### src/rtl/key_pkg.sv
// Shared types for the key event decoder: FSM state encoding, the command
// pulse bundle, and the event code used by downstream pulse encoders.
package key_pkg;

  // One-hot decoder states.
  typedef enum logic [4:0] {
    ST_IDLE      = 5'b00001,
    ST_PRESS1    = 5'b00010,
    ST_WAIT2     = 5'b00100,
    ST_PRESS2    = 5'b01000,
    ST_LONG_HOLD = 5'b10000
  } state_e;

  // Compact command code for consumers that encode the pulses.
  typedef enum logic [1:0] {
    EV_SHORT  = 2'd0,
    EV_DOUBLE = 2'd1,
    EV_LONG   = 2'd2,
    EV_REPEAT = 2'd3
  } event_e;

  // The four mutually exclusive command pulses.
  typedef struct packed {
    logic repeat_p;
    logic long_p;
    logic double_p;
    logic short_p;
  } pulse_t;

endpackage

### src/rtl/key_event_decoder_if.sv
// Key event bus: debounce-filter strobe/level in, command pulses out.
// master = the side driving key activity, slave = the decoder.
interface key_event_decoder_if;
  logic key_flag;
  logic key_state;
  logic short_pulse;
  logic double_pulse;
  logic long_pulse;
  logic repeat_pulse;
  logic key_held;

  modport master (
    output key_flag, key_state,
    input  short_pulse, double_pulse, long_pulse, repeat_pulse, key_held
  );

  modport slave (
    input  key_flag, key_state,
    output short_pulse, double_pulse, long_pulse, repeat_pulse, key_held
  );
endinterface

### src/rtl/key_event_decoder.sv
// Classifies debounced key edges into short / double / long / auto-repeat
// command pulses. One counter is shared by all states since only one timeout
// is ever live; it clears on every state change and on each repeat tick.
module key_event_decoder
  import key_pkg::*;
#(
  parameter int unsigned LONG_CNT    = 100_000_000,
  parameter int unsigned DBL_GAP_CNT = 15_000_000,
  parameter int unsigned REPEAT_CNT  = 10_000_000,
  parameter bit          DBL_EN      = 1'b1,
  parameter int unsigned CNT_W       = 27
) (
  input logic           clk,
  input logic           reset,
  key_event_decoder_if.slave bus
);

  localparam logic [CNT_W-1:0] LONG_LAST = CNT_W'(LONG_CNT - 1);
  localparam logic [CNT_W-1:0] GAP_LAST  = CNT_W'(DBL_GAP_CNT - 1);
  localparam logic [CNT_W-1:0] REP_LAST  = CNT_W'(REPEAT_CNT - 1);

  state_e           state, state_nxt;
  logic [CNT_W-1:0] cnt;
  logic             cnt_clr;
  pulse_t           pulse_nxt, pulse_q;
  logic             held_nxt, held_q;
  logic             key_press, key_release;

  assign key_press   = bus.key_flag & ~bus.key_state;
  assign key_release = bus.key_flag &  bus.key_state;

  // Next-state, next-pulse and counter-clear decode.
  always_comb begin
    // NOTE: every output of this block is defaulted first so no path can
    // leave one unassigned and infer a latch.
    state_nxt = state;
    pulse_nxt = '0;
    cnt_clr   = 1'b0;
    case (state)
      ST_IDLE: begin
        if (key_press) state_nxt = ST_PRESS1;
      end
      ST_PRESS1: begin
        // Release beats the long threshold when both land together.
        if (key_release) begin
          if (DBL_EN) begin
            state_nxt = ST_WAIT2;
          end else begin
            pulse_nxt.short_p = 1'b1;
            state_nxt         = ST_IDLE;
          end
        end else if (cnt == LONG_LAST) begin
          pulse_nxt.long_p = 1'b1;
          state_nxt        = ST_LONG_HOLD;
        end
      end
      ST_WAIT2: begin
        // A press on the timeout cycle still makes a double click.
        if (key_press) begin
          state_nxt = ST_PRESS2;
        end else if (cnt == GAP_LAST) begin
          pulse_nxt.short_p = 1'b1;
          state_nxt         = ST_IDLE;
        end
      end
      ST_PRESS2: begin
        if (key_release) begin
          pulse_nxt.double_p = 1'b1;
          state_nxt          = ST_IDLE;
        end
      end
      ST_LONG_HOLD: begin
        // Release suppresses a coincident repeat tick.
        if (key_release) begin
          state_nxt = ST_IDLE;
        end else if (cnt == REP_LAST) begin
          pulse_nxt.repeat_p = 1'b1;
          cnt_clr            = 1'b1;
        end
      end
      default: state_nxt = ST_IDLE;
    endcase
    if (state_nxt != state) cnt_clr = 1'b1;
    held_nxt = (state_nxt == ST_PRESS1) || (state_nxt == ST_PRESS2) ||
               (state_nxt == ST_LONG_HOLD);
  end

  // State, shared counter and registered outputs.
  always_ff @(posedge clk or posedge reset) begin
    // NOTE: non-blocking assignments keep every flop sampling pre-edge values.
    if (reset) begin
      state   <= ST_IDLE;
      cnt     <= '0;
      pulse_q <= '0;
      held_q  <= 1'b0;
    end else begin
      state   <= state_nxt;
      cnt     <= cnt_clr ? '0 : cnt + 1'b1;
      pulse_q <= pulse_nxt;
      held_q  <= held_nxt;
    end
  end

  assign bus.short_pulse  = pulse_q.short_p;
  assign bus.double_pulse = pulse_q.double_p;
  assign bus.long_pulse   = pulse_q.long_p;
  assign bus.repeat_pulse = pulse_q.repeat_p;
  assign bus.key_held     = held_q;

endmodule
### src/flat_wrapper.sv
// flat-port wrapper written by rule: the top's interface ports become plain ports
module key_event_decoder_flat import key_pkg::*;
#(
  parameter int unsigned LONG_CNT    = 100_000_000,
  parameter int unsigned DBL_GAP_CNT = 15_000_000,
  parameter int unsigned REPEAT_CNT  = 10_000_000,
  parameter bit          DBL_EN      = 1'b1,
  parameter int unsigned CNT_W       = 27
)
  (clk, reset, bus_key_flag, bus_key_state, bus_short_pulse, bus_double_pulse, bus_long_pulse, bus_repeat_pulse, bus_key_held);
  key_event_decoder_if bus_i ();
  input logic clk;
  input logic reset;
  input wire logic [$bits(bus_i.key_flag)-1:0] bus_key_flag;
  input wire logic [$bits(bus_i.key_state)-1:0] bus_key_state;
  output wire logic [$bits(bus_i.short_pulse)-1:0] bus_short_pulse;
  output wire logic [$bits(bus_i.double_pulse)-1:0] bus_double_pulse;
  output wire logic [$bits(bus_i.long_pulse)-1:0] bus_long_pulse;
  output wire logic [$bits(bus_i.repeat_pulse)-1:0] bus_repeat_pulse;
  output wire logic [$bits(bus_i.key_held)-1:0] bus_key_held;
  assign bus_i.key_flag = bus_key_flag;
  assign bus_i.key_state = bus_key_state;
  assign bus_short_pulse = bus_i.short_pulse;
  assign bus_double_pulse = bus_i.double_pulse;
  assign bus_long_pulse = bus_i.long_pulse;
  assign bus_repeat_pulse = bus_i.repeat_pulse;
  assign bus_key_held = bus_i.key_held;
  key_event_decoder #(.LONG_CNT(LONG_CNT), .DBL_GAP_CNT(DBL_GAP_CNT), .REPEAT_CNT(REPEAT_CNT), .DBL_EN(DBL_EN), .CNT_W(CNT_W)) u_core (.clk(clk), .reset(reset), .bus(bus_i));
endmodule
### config.mk
export PLATFORM = sky130hd
export DESIGN_NAME = key_event_decoder_flat
export DESIGN_NICKNAME = d
export VERILOG_FILES = /design/src/rtl/key_pkg.sv /design/src/rtl/key_event_decoder_if.sv /design/src/rtl/key_event_decoder.sv /design/src/flat_wrapper.sv
export SDC_FILE = /design/constraint.sdc
export NUM_CORES = 1
export LEC_CHECK = 0
export CELL_PAD_IN_SITES_DETAIL_PLACEMENT = 0
export CELL_PAD_IN_SITES_GLOBAL_PLACEMENT = 2
export CORE_MARGIN = 4
export CORE_UTILIZATION = 40
export DETAILED_ROUTE_END_ITERATION = 16
export PLACE_DENSITY_LB_ADDON = 0.1
export SLEW_MARGIN = 10
export SYNTH_ARGS = -nofsm -noshare
export SYNTH_HDL_FRONTEND = slang
export SYNTH_SLANG_ARGS = --single-unit
export TNS_END_PERCENT = 5
### constraint.sdc
create_clock -name clk -period 2.6 [get_ports clk]
set_clock_uncertainty 0.1 [all_clocks]
set_input_delay 0.52 -clock clk [delete_from_list [all_inputs] [get_ports clk]]
set_output_delay 0.52 -clock clk [all_outputs]
set_load 0.1 [all_outputs]
=== Word-level counts from Yosys, hierarchy flattened ===
Index checks and enable logic that the tools add are counted.

* $add $sub $neg: 1
* Multipliers: 0
* Divide/modulo/power cells: 0
* Order comparisons: 0
* Equality and inequality tests: 12
* Shift-type cells: 0
* Muxes and demuxes: 20
* Bitwise operators: 3
* Reductions and logical operators: 3

{| class="wikitable"
|+ Operators with widths
! cell !! number
|-
| equality test 27 x 24 -> 1 bit (second input constant) || 2
|-
| two-way mux 5 bit || 6
|-
| adder 27 x 1 -> 27 bit (second input constant) || 1
|-
| equality test 27 bit (second input constant) || 1
|-
| two-way mux 27 bit || 1
|-
| one-hot mux 5 bit (4 select lines) || 1
|-
| two-way mux 1 bit || 12
|-
| equality test 5 x 2 -> 1 bit (second input constant) || 2
|-
| equality test 5 x 4 -> 1 bit (second input constant) || 2
|-
| equality test 5 bit (second input constant) || 2
|-
| equality test 5 x 1 -> 1 bit (second input constant) || 1
|-
| equality test 5 x 3 -> 1 bit (second input constant) || 1
|-
| != test 5 bit || 1
|-
| AND 1 bit || 2
|-
| logical OR 1 bit || 2
|-
| OR reduction 2 bit || 1
|-
| inverter 1 bit || 1
|}

* Register bits: 37
* Bits in latches: 0
* Bits in writable memories: 0
* ROM bits: 0
* Input bits: 4
* Output and inout port bits: 5
* Logic and storage cells: 46
* Memories: 0

=== Longest topological paths before layout ===
* Word-level depth: 7
* Depth in mapped cells: 8
* Gate-level depth less buffers: 6

=== Worst setup path before layout ===
Ideal clock, no wire load.

* Path type: reg-to-reg
* From: register u_core.cnt[0]
* To: register u_core.cnt[17]
* Setup time: 0.097 ns
* Data arrival time: 1.924 ns
* Required time: 2.403 ns
* Slack: 0.479 ns
* Stages on the path, launching flop included: 9
* Buffers on the path: 3
* Clock period less this slack: 2.121 ns
* Path through: dfrtp_1 > ha_1 > clkbuf_1 > and4_1 > a21o_1 > a211o_1 > buf_6 > buf_6 > nor4_2

* Cells in the longest elaborated chain, start to end: 7
* Elaborated cells between the ends (all ways): 15
* Those cells by class: add/sub (1); eq/ne (4); mux (10)

{| class="wikitable"
|+ Ends and longest elaborated chain
! what !! RTL line !! source
|-
| from (decl) || key_event_decoder.sv:23 || <nowiki>logic [CNT_W-1:0] cnt;</nowiki>
|-
| from (signal assigned) || key_event_decoder.sv:98 || <nowiki>cnt <= cnt_clr ? '0 : cnt + 1'b1;</nowiki>
|-
| equality test 27 x 24 -> 1 bit / equality test 27 bit (equally long branches) || key_event_decoder.sv:61, key_event_decoder.sv:52 ||
|-
| two-way mux 5 bit, on equally long branches || key_event_decoder.sv:61, key_event_decoder.sv:52 ||
|-
| two-way mux 5 bit, on equally long branches || key_event_decoder.sv:59, key_event_decoder.sv:45 ||
|-
| one-hot mux 5 bit (4 select lines) || key_event_decoder.sv:39 || <nowiki>case (state)</nowiki>
|-
| != test 5 bit || key_event_decoder.sv:83 || <nowiki>if (state_nxt != state) cnt_clr = 1'b1;</nowiki>
|-
| two-way mux 1 bit || key_event_decoder.sv:83 ||
|-
| two-way mux 27 bit (*) || key_event_decoder.sv:98 ||
|}

Mark *: on every way between the ends. The rest lies on a longest branch, timed or not.

=== Worst setup path in the final report ===
* From: input bus_key_flag
* To: register u_core.cnt[5]

* Cells in the longest elaborated chain, start to end: 6
* Elaborated cells between the ends (all ways): 12
* Those cells by class: eq/ne (1); mux (9); bitwise (2)

{| class="wikitable"
|+ Ends and longest elaborated chain
! what !! RTL line !! source
|-
| from (decl) || flat_wrapper.sv:14 || <nowiki>input wire logic [$bits(bus_i.key_flag)-1:0] bus_key_flag;</nowiki>
|-
| AND 1 bit, on equally long branches || key_event_decoder.sv:30, key_event_decoder.sv:29 ||
|-
| two-way mux 5 bit, on equally long branches || -- ||
|-
| one-hot mux 5 bit (4 select lines) || key_event_decoder.sv:39 ||
|-
| != test 5 bit || key_event_decoder.sv:83 ||
|-
| two-way mux 1 bit (*) || key_event_decoder.sv:83 ||
|-
| two-way mux 27 bit (*) || key_event_decoder.sv:98 ||
|}

Marked as above.

==> impl_results.rst <==
.. list-table::
   :header-rows: 1

   * - Metric
     - Value
   * - Number of vias per cell
     - 5.89
   * - Worst Reg2Reg Path Length in Cells
     - 6
   * - Synthesis-stage register bit count
     - 37
   * - Die area
     - 6910 sq um
   * - RR Endpoint
     - u_core.cnt[5]$_DFF_PP0_
   * - Max Slew Vio Count
     - 0
   * - NumNets Final
     - roughly 240
   * - Post-layout total power
     - 1.47 mW
   * - Worst setup slack for register-to-register paths
     - ~390 ps
   * - Non-Filler Instances
     - 310
   * - Kind of cell adding the most delay to the critical path
     - simple AND/OR/NAND/NOR gates
   * - Slew HR
     - 67.8%
   * - Endpoint required time on the critical path
     - 2690 ps
   * - Maximum VDD drop
     - 246 uV
   * - Dominant cell type by area after synthesis
     - dfrtp_1
   * - Delay contributed by the slowest stage of the critical path
     - 490 ps
   * - Power Dens Cells
     - 569 nW/um^2
   * - Data arrival time at the worst-slack endpoint
     - 2420 ps
   * - Antenna viol nets, final
     - 0
   * - Final period demand of the worst path
     - 2330 ps
   * - Fmax
     - 429 MHz
   * - Static leakage power
     - 0.964 nW
   * - Number of library cell types mapped by synthesis
     - 45
   * - Number of antenna diodes
     - 0
   * - Area of the core
     - 5510 sq um
   * - Min-Delay Path Depth
     - 1
   * - Final setup violation count
     - 0
   * - Syn Std Cell Area
     - 2260 sq um
   * - DR vias
     - between 1.5k and 2k
   * - Most common library cell in the layout ignoring fill and taps
     - dfrtp_1
   * - Initial antenna violation count
     - 0
   * - Count of endpoints failing hold in the final timing report
     - 0
   * - Chain of cells forming the critical path
     - clkdlybuf4s50_1, nor2b_1, nand3b_1, a21o_1, a211o_1, buf_12, nor4_1
   * - Worst-skew pair later-pin latency
     - 290 ps
   * - Share of the clock period used by the worst path after layout
     - 89.7%
   * - Most used cells in the layout excluding fill and tap cells
     - 36 x dfrtp_1, 21 x nor4_2, 19 x nor2_1, 19 x xnor2_1, 14 x buf_4
   * - Worst path slowest cell
     - clkdlybuf4s50_1
   * - Final wirelength
     - 5300 um
   * - Area growth, synth to finish
     - 14.3%
   * - Post-CTS clock slew at the launch and capture registers of the worst setup and hold paths
     - approximately 80 ps
   * - Total global-route track usage
     - approximately 16%
   * - Sequential element share of the synthesized area
     - 41.1%
   * - Count of TritonRoute iterations in the first routing pass
     - 4
   * - Count of warnings emitted by yosys
     - 0
   * - Buffer count from post-CTS setup fixing
     - 0
   * - Critical Path Start Type
     - input port
   * - Outcome
     - completed
   * - Wire length per cell
     - 17.1 um
   * - Largest fanout on the critical path
     - 27
   * - Syn_nets
     - around 230
   * - First DRT Iteration DRCs
     - roughly 110
   * - Vias in the first global route
     - 1802
   * - RD Place Congestion
     - 0.913
   * - Buffer type at the clock tree root
     - clkbuf_8
   * - Half-perimeter wire length after placement
     - 3700 um
   * - Deepest level of the CTS H-tree
     - 2
   * - Number of buffers added by the clock tree synthesis step
     - 5
   * - End of the worst hold path
     - u_core.cnt[0]$_DFF_PP0_
   * - Sinks on the clock net
     - 37
   * - Area share of the largest cell type after synthesis
     - 39.9%
   * - Classification of the worst setup path
     - input port to flop
   * - Overall die width
     - about 83 um
   * - Overall overflow remaining after global route
     - 0
   * - Quantity of hold-fixing buffers added after cts
     - 0
   * - Number of I/O port buffers
     - 8
   * - Avg Synthesized Cell Area
     - just over 10 sq um
   * - R2r startpoint
     - u_core.cnt[0]$_DFF_PP0_
   * - Combined buffer and inverter count along the critical path
     - 2
   * - Top cells by area in the synthesized netlist
     - dfrtp_1 40%, nor4_2 12%, xnor2_1 7.4%, nor4_1 3.6%, nor2_1 3.2%
   * - Cts repair resizes
     - 0
   * - Initial standard-cell utilization of the core
     - 41.0%
   * - Clock tree buffer depth
     - 2
   * - Boundary Pins
     - 9
   * - Slew at the pin closest to its max-slew limit
     - 483 ps
   * - Synthesized instance count
     - 223
   * - Setup repair after global routing missed its margin
     - no
   * - Die height
     - 83.1 um
   * - Max-capacitance violation count
     - 0
   * - Hold Path Class
     - flop to flop
   * - Global-route wire length before repair
     - 9260 um
   * - Layout fillers
     - between 500 and 600
   * - Pin count of the biggest net entering global routing
     - 38
   * - Hold path startpoint
     - u_core.cnt[0]$_DFF_PP0_
   * - Proportion of layout cells with a drive suffix above 1
     - 23.1%
   * - Placement row count
     - 27
   * - Cell Count Post-Placement
     - 302
   * - TritonCTS clock tree
     - yes
   * - Final routed DRC violation total
     - 0
   * - Critical Path Sink Type
     - flop
## sequential cells by signal, indices dropped and copies added (netlist names)
name / flops
u_core.bus.short_pulse: 1
u_core.bus.long_pulse: 1
u_core.cnt: 27
u_core.bus.key_held: 1
u_core.state: 5
u_core.bus.repeat_pulse: 1
u_core.bus.double_pulse: 1
## kinds of logic (layout without fill, tap and decap cells)
| group | count (synthesis) | after routing | synth area share, % |
|---|---|---|---|
| AOI/OAI and AO/OA | 21 | 21 | 6.65 |
| xor gates and xnor gates | 25 | 25 | 9.70 |
| adders and majority gates | 1 | 1 | 0.554 |
| buffers and inverters | 20 | 35 | 4.82 |
| DFF | 37 | 37 | 41.1 |
| and+or+nand+nor | 119 | 119 | 37.2 |
## synthesized netlist by cell type, drive strengths merged
master	count
nand4bb	2
xor2	6
clkbuf	2
o2111ai	1
and2	1
nand2b	1
o221ai	1
a21boi	1
nor4	34
a41o	1
nand3b	2
a32oi	1
a22oi	1
a21o	2
dfrtp	36
nand2	11
a211o	2
o21ai	3
and2b	1
nor3	8
ha	1
a21oi	6
or4	2
dfstp	1
and3	3
nand4	12
buf	11
xnor2	19
inv	7
o211ai	1
or3	2
a311o	1
nor2	19
nand3	11
nor2b	3
and4	7
## where the power goes
group          total (mW)  internal, mW  switching [mW]
clock network       0.533         0.312           0.221
registers           0.648         0.605          0.0432
logic               0.288         0.102           0.185
total                1.47          1.02           0.449
## per-layer routing
| metal | GRT usage [%] | share of wire (%) |
|---|---|---|
| met1 | 23.6 | 50 |
| met2 | 23.9 | 45 |
| met5 | 0 | 0 |
| met4 | 4.31 | 1.4 |
| met3 | 3.27 | 3.5 |
## stage by stage
| step | instance area [sq um] | setup slack, ps | hold slack (ps) | util, % | TNS, ps |
|---|---|---|---|---|---|
| global route | 2580 | 177 | 480 | 46.9 | 0 |
| CTS | 2580 | 270 | 457 | 46.9 | 0 |
| global placement | 2460 | 43.4 | 435 | 44.7 | 0 |
| detailed placement | 2460 | -18.7 | 440 | 44.7 | -23.5 |
| floorplan | 2260 | 479 | 392 | - | 0 |
| finish | 2580 | 268 | 459 | 46.9 | 0 |
## final cells by class
class / count / area (sq um) / area share, %
clock inverter: 2 / 37.5 / 1.45
multi-input combinational: 166 / 1220 / 47.3
inverter: 7 / 26.3 / 1.02
clock buffer: 6 / 82.6 / 3.20
sequential: 37 / 927 / 35.9
timing repair buffer: 20 / 195 / 7.57
tap: 72 / 90.1 / 3.49
## how the worst max path moves through the flow
| stage | start | endpoint | slack, ps | cells past startpoint |
|---|---|---|---|---|
| 2_1_floorplan | u_core.cnt[0]$_DFF_PP0_ | u_core.cnt[17]$_DFF_PP0_ | 480 | 8 |
| 3_3_place_gp | bus_key_flag | u_core.cnt[9]$_DFF_PP0_ | 40 | 7 |
| 3_5_place_dp | bus_key_flag | u_core.cnt[5]$_DFF_PP0_ | -20 | 7 |
| 4_1_cts | bus_key_flag | u_core.cnt[5]$_DFF_PP0_ | 270 | 7 |
| 5_1_grt | bus_key_flag | u_core.cnt[24]$_DFF_PP0_ | 180 | 7 |
| 6_report | bus_key_flag | u_core.cnt[5]$_DFF_PP0_ | 270 | 7 |
Power figures use the tool's default switching activity.
==> RTL change 1: new RTL, same settings <==
`CNT_W` is set to 27 in 2 places; all go to 31.
--- a/src/rtl/key_event_decoder.sv
+++ b/src/rtl/key_event_decoder.sv
@@ -10,3 +10,3 @@
   parameter bit          DBL_EN      = 1'b1,
-  parameter int unsigned CNT_W       = 27
+  parameter int unsigned CNT_W       = 31
 ) (
--- a/src/flat_wrapper.sv
+++ b/src/flat_wrapper.sv
@@ -7,3 +7,3 @@
   parameter bit          DBL_EN      = 1'b1,
-  parameter int unsigned CNT_W       = 27
+  parameter int unsigned CNT_W       = 31
 )
Function: no difference found for any inputs over 10 cycles, from zero or initial values and one cycle with reset high; that may be too few to reach the edited logic, so the function may still have changed.
==> RTL change 1 against the original RTL <==
- non-clock buffer count is 1 lower
- wire length is 9.5% higher
- first-iteration DRC count is 9.8% lower
- worst setup slack better by 0.054 ns
- register-to-register slack worse by 0.07 ns
- design area is 5.0% higher
- final cell count is 11% higher
- sequential cell count is 4 higher
- synthesized area is 7.6% higher
- critical path type is now register to register
Power is not compared: it rests on default switching activity, and its combinational part moved more than twofold at a synthesized area within 25%.
==> RTL change 1: results (changes against the original RTL) <==
| Metric | Value |
|---|---|
| CP max stage cell | `or4b_1 (was clkdlybuf4s50_1)` |
| Vias in the first global route | `1971 (was 1802)` |
| Post-placement cell area | `2619 µm² (was 2460 µm²)` |
| GRT Overall Usage | `17.31% (was 16.05%)` |
| Worst stage delay on the critical path | `0.51 ns (was 0.49 ns)` |
| Met3 Use GR | `3.362% (was 3.274%)` |
| Layout cells sized above 1 | `15.67% (was 23.11%)` |
| Crit path DAT | `2.36 ns (was 2.42 ns)` |
| Initial DRC count | `101 (was 112)` |
| Dpl hpwl | `4134 µm (was 3695 µm)` |
| Post-CTS sizing | `0 (unchanged)` |
| First-pass GRT wire length | `10220 µm (was 9259 µm)` |
| Post-synthesis sequential area ratio | `42.28% (was 41.08%)` |
| Yosys cell types | `48 (was 45)` |
| Top Registers | `u_core.cnt x31, u_core.state x5 (was u_core.cnt x27, u_core.state x5)` |
| Status | `completed (unchanged)` |
| Top post-synthesis cells by count | `40 x dfrtp_1, 36 x nor3_1, 22 x xnor2_1, 18 x nand2_1, 15 x nor2_1 (was 36 x dfrtp_1, 21 x nor4_2, 19 x nor2_1, 19 x xnor2_1, 13 x nor4_1)` |
| Synth Instances | `254 (was 223)` |
| Antenna Cells | `0 (unchanged)` |
| Fillers | `573 (was 536)` |
| Worst rel slew slack | `47.32% (was 67.82%)` |
| Final nets | `272 (was 242)` |
| H-tree depth | `2 (unchanged)` |
| WL final | `5800 µm (was 5298 µm)` |
| Largest cells by area after synthesis | `dfrtp_1 41%, xnor2_1 7.9%, nor3_1 7.4% (was dfrtp_1 40%, nor4_2 12%, xnor2_1 7.4%)` |
| Largest net degree at the start of global routing | `24 (was 38)` |
| DR vias | `1926 (was 1825)` |
| GP Congestion | `0.7803 (was 0.9133)` |
| Area of the multi-input gates | `1287 µm² (was 1221 µm²)` |
| Syn Nets | `259 (was 228)` |
| Clk buf depth | `2 (unchanged)` |
| Post-synthesis async set-or-reset flop share | `100.0% (unchanged)` |
| Placed Cells | `335 (was 302)` |
| Met1 Resource Use GR | `23.91% (was 23.58%)` |
| Avg WL per Cell | `16.91 µm (was 17.09 µm)` |
| M2 GR Usage | `27.47% (was 23.91%)` |
| Static Leak | `1.043 nW` |
| Synth warnings | `0 (unchanged)` |
| Critical path fanouts, max | `19 (was 27)` |
| Pre-CTS WS | `0.06802 ns (was -0.01870 ns)` |
==> RTL change 1: changes by cell type in the layout (fill, tap and decap cells not counted), moves of 3 or more <==
cell	delta
dfrtp_1	+4
nand2_1	+7
a21oi_1	-4
nor3_2	+4
and4_1	-4
nand3_1	+4
and3_1	+3
or2_2	+3
nor4_2	-19
nor2_1	-4
nor3_1	+31
xnor2_1	+3
==> RTL change 1: logic make-up (layout without fill, tap and decap cells) <==
family	Yosys count	after routing	synth area share [%]
XOR/XNOR	29	29	10.45
AND/OR/NAND/NOR	146	146	35.48
AO/OA/AOI/OAI	16	16	5.614
buffers and inverters	19	33	4.737
adder cells (fa/ha/maj)	1	1	0.5149
flip-flops	41	41	42.28
multiplexers	2	2	0.9268
==> RTL change 1: routing by layer <==
layer  up-vias  routed length, µm
met5         -                  0
met4         0                 48
met3         5                236
met2        40               2697
met1       931               2818
li1        950                  -
==> RTL change 1: report_power, final <==
group	internal (mW)	switching [mW]	leakage (nW)
clock network	0.217	0.222	0.0455
logic	0.263	0.389	0.432
registers	0.686	0.0723	0.565
total	1.17	0.683	1.04
==> RTL change 1: final cells by class <==
type,count,area share (%)
clock buffer,8,3.326
inverter,6,0.8314
multi-input combinational,194,47.53
sequential,41,37.92
tap,75,3.464
timing repair buffer,19,6.928
==> RTL change 1: path summary, 6_finish.rpt <==
| path | slack, ns | endpoint | from |
|---|---|---|---|
| max in group asynchronous | 1.33 | u_core.state[0] | reset |
| worst min-delay path | 0.43 | u_core.cnt[0] | u_core.cnt[0] |
| min in group asynchronous | 0.48 | u_core.cnt[3] | reset |
| worst min register to register | 0.43 | u_core.cnt[0] | u_core.cnt[0] |
| worst max register to register | 0.32 | u_core.cnt[15] | u_core.cnt[0] |
| worst max-delay path | 0.32 | u_core.cnt[15] | u_core.cnt[0] |
==> RTL change 2: new RTL, config.mk and constraints unchanged <==
Without the edit above. The 5 states of `state_e` get a binary encoding in 3 bits. Comments in the files are not updated.
--- a/src/rtl/key_pkg.sv
+++ b/src/rtl/key_pkg.sv
@@ -5,8 +5,8 @@
   // One-hot decoder states.
-  typedef enum logic [4:0] {
-    ST_IDLE      = 5'b00001,
-    ST_PRESS1    = 5'b00010,
-    ST_WAIT2     = 5'b00100,
-    ST_PRESS2    = 5'b01000,
-    ST_LONG_HOLD = 5'b10000
+  typedef enum logic [2:0] {
+    ST_IDLE      = 3'd0,
+    ST_PRESS1    = 3'd1,
+    ST_WAIT2     = 3'd2,
+    ST_PRESS2    = 3'd3,
+    ST_LONG_HOLD = 3'd4
   } state_e;
Function: same outputs for any inputs over 10 cycles, from zero or initial values and one cycle with reset high; not proved beyond that.
==> RTL change 2 against the original RTL <==
- worst setup slack improved by 0.096 ns
- clock power decreased by 18%
- sequential share of layout area up 6.3 points
- wire length shrank 29%
- power shrank 17%
- utilization rose by 0.41 points
- first-iteration DRC count down 29%
- synthesized area fell by 19%
- design area down 20%
- sequential cell count down 2
- largest cell class unchanged
- largest power group unchanged
==> RTL change 2: results (changes against the original RTL) <==
| Metric | Value |
|---|---|
| Status | `completed (unchanged)` |
| Post-synthesis compound-gate area fraction | `2.873% (was 6.652%)` |
| Vias in the first global route | `1295 (was 1802)` |
| Via density | `5.324 (was 5.887)` |
| Worst-margin pin slew | `0.5217 ns (was 0.4826 ns)` |
| Syn Nets | `190 (was 228)` |
| Placed Cells | `245 (was 302)` |
| WL final | `3771 µm (was 5298 µm)` |
| Top Registers | `u_core.cnt x27, u_core.state x3 (was u_core.cnt x27, u_core.state x5)` |
| Yosys cell types | `38 (was 45)` |
| R2R Path End | `u_core.cnt[3] (was u_core.cnt[5])` |
| M2 GR Usage | `23.87% (was 23.91%)` |
| Final nets | `205 (was 242)` |
| Post-synthesis sequential area ratio | `47.88% (was 41.08%)` |
| Post-placement cell area | `1968 µm² (was 2460 µm²)` |
| Largest cells by area after synthesis | `dfrtp_1 48%, nor2_1 8.2%, xor2_1 7.7% (was dfrtp_1 40%, nor4_2 12%, xnor2_1 7.4%)` |
| Largest net degree at the start of global routing | `36 (was 38)` |
| Pre-CTS WS | `0.06688 ns (was -0.01870 ns)` |
| First-pass GRT wire length | `6223 µm (was 9259 µm)` |
| Crit path DAT | `2.31 ns (was 2.42 ns)` |
| Cell count of the worst reg-to-reg path | `7 (was 6)` |
| Static Leak | `0.9300 nW (was 0.9635 nW)` |
| Top post-synthesis cells by count | `40 x nor2_1, 35 x dfrtp_1, 16 x xor2_1, 13 x nand3_1 (was 36 x dfrtp_1, 21 x nor4_2, 19 x nor2_1, 19 x xnor2_1, 13 x nor4_1)` |
| Setup WS post-layout | `0.3641 ns (was 0.2684 ns)` |
| GP Congestion | `0.8036 (was 0.9133)` |
| DR vias | `1347 (was 1825)` |
| Met1 Resource Use GR | `18.99% (was 23.58%)` |
| Critical path fanouts, max | `14 (was 27)` |
| Layout cells sized above 1 | `13.93% (was 23.11%)` |
| Adder-cell share of the synthesized area | `0.6840% (was 0.5543%)` |
[RTL change 2: changes by cell type after synthesis, sizes merged, moves of 3 or more]
cell   before  now
nand3      11   14
xor2        6   16
and4        7    3
xnor2      19   10
a21oi       6    1
nor4       34    4
nor4b       0    4
buf        11    3
nor3        8    3
nor3b       0    3
nor2       19   40
[RTL change 2: final cells by class]
type | count | area, µm²
fill | 434 | 2312
sequential | 35 | 875.8
timing repair buffer | 14 | 112.6
multi-input combinational | 138 | 892.1
clock inverter | 1 | 7.507
tap | 52 | 65.06
inverter | 6 | 22.52
clock buffer | 7 | 96.34
[RTL change 2: critical path: stages]
cell and delay (ns):
clkdlybuf4s50_1 0.49, nand2_1 0.18, nor4b_1 0.47, nand4_2 0.24
nand4_2 0.14, buf_4 0.20, nor2_1 0.07
[RTL change 2: per-layer routing]
metal | up-vias | routed length [µm]
met5 | - | 0
met4 | 0 | 67
met3 | 8 | 139
met2 | 17 | 1729
met1 | 654 | 1834
li1 | 668 | -
[RTL change 2: power groups by stage]
stage	Clock (mW)	Sequential, mW	Combinational (mW)
after global placement	0	0.633	0.157
final	0.436	0.623	0.157
after detailed placement	0	0.633	0.160
after CTS	0.452	0.622	0.161
after floorplan	0	0.631	0.122
after global routing	0.471	0.629	0.176
[RTL change 2: how the worst min path moves through the flow]
stage	slack (ns)	depth (start not counted)	to	startpoint
floorplan	0.35	1	u_core.cnt[0]	u_core.cnt[0]
global placement	0.38	1	u_core.cnt[0]	u_core.cnt[0]
detailed placement	0.39	1	u_core.cnt[0]	u_core.cnt[0]
CTS	0.40	1	u_core.cnt[0]	u_core.cnt[0]
global route	0.42	1	u_core.cnt[0]	u_core.cnt[0]
finish	0.39	1	u_core.cnt[0]	u_core.cnt[0]
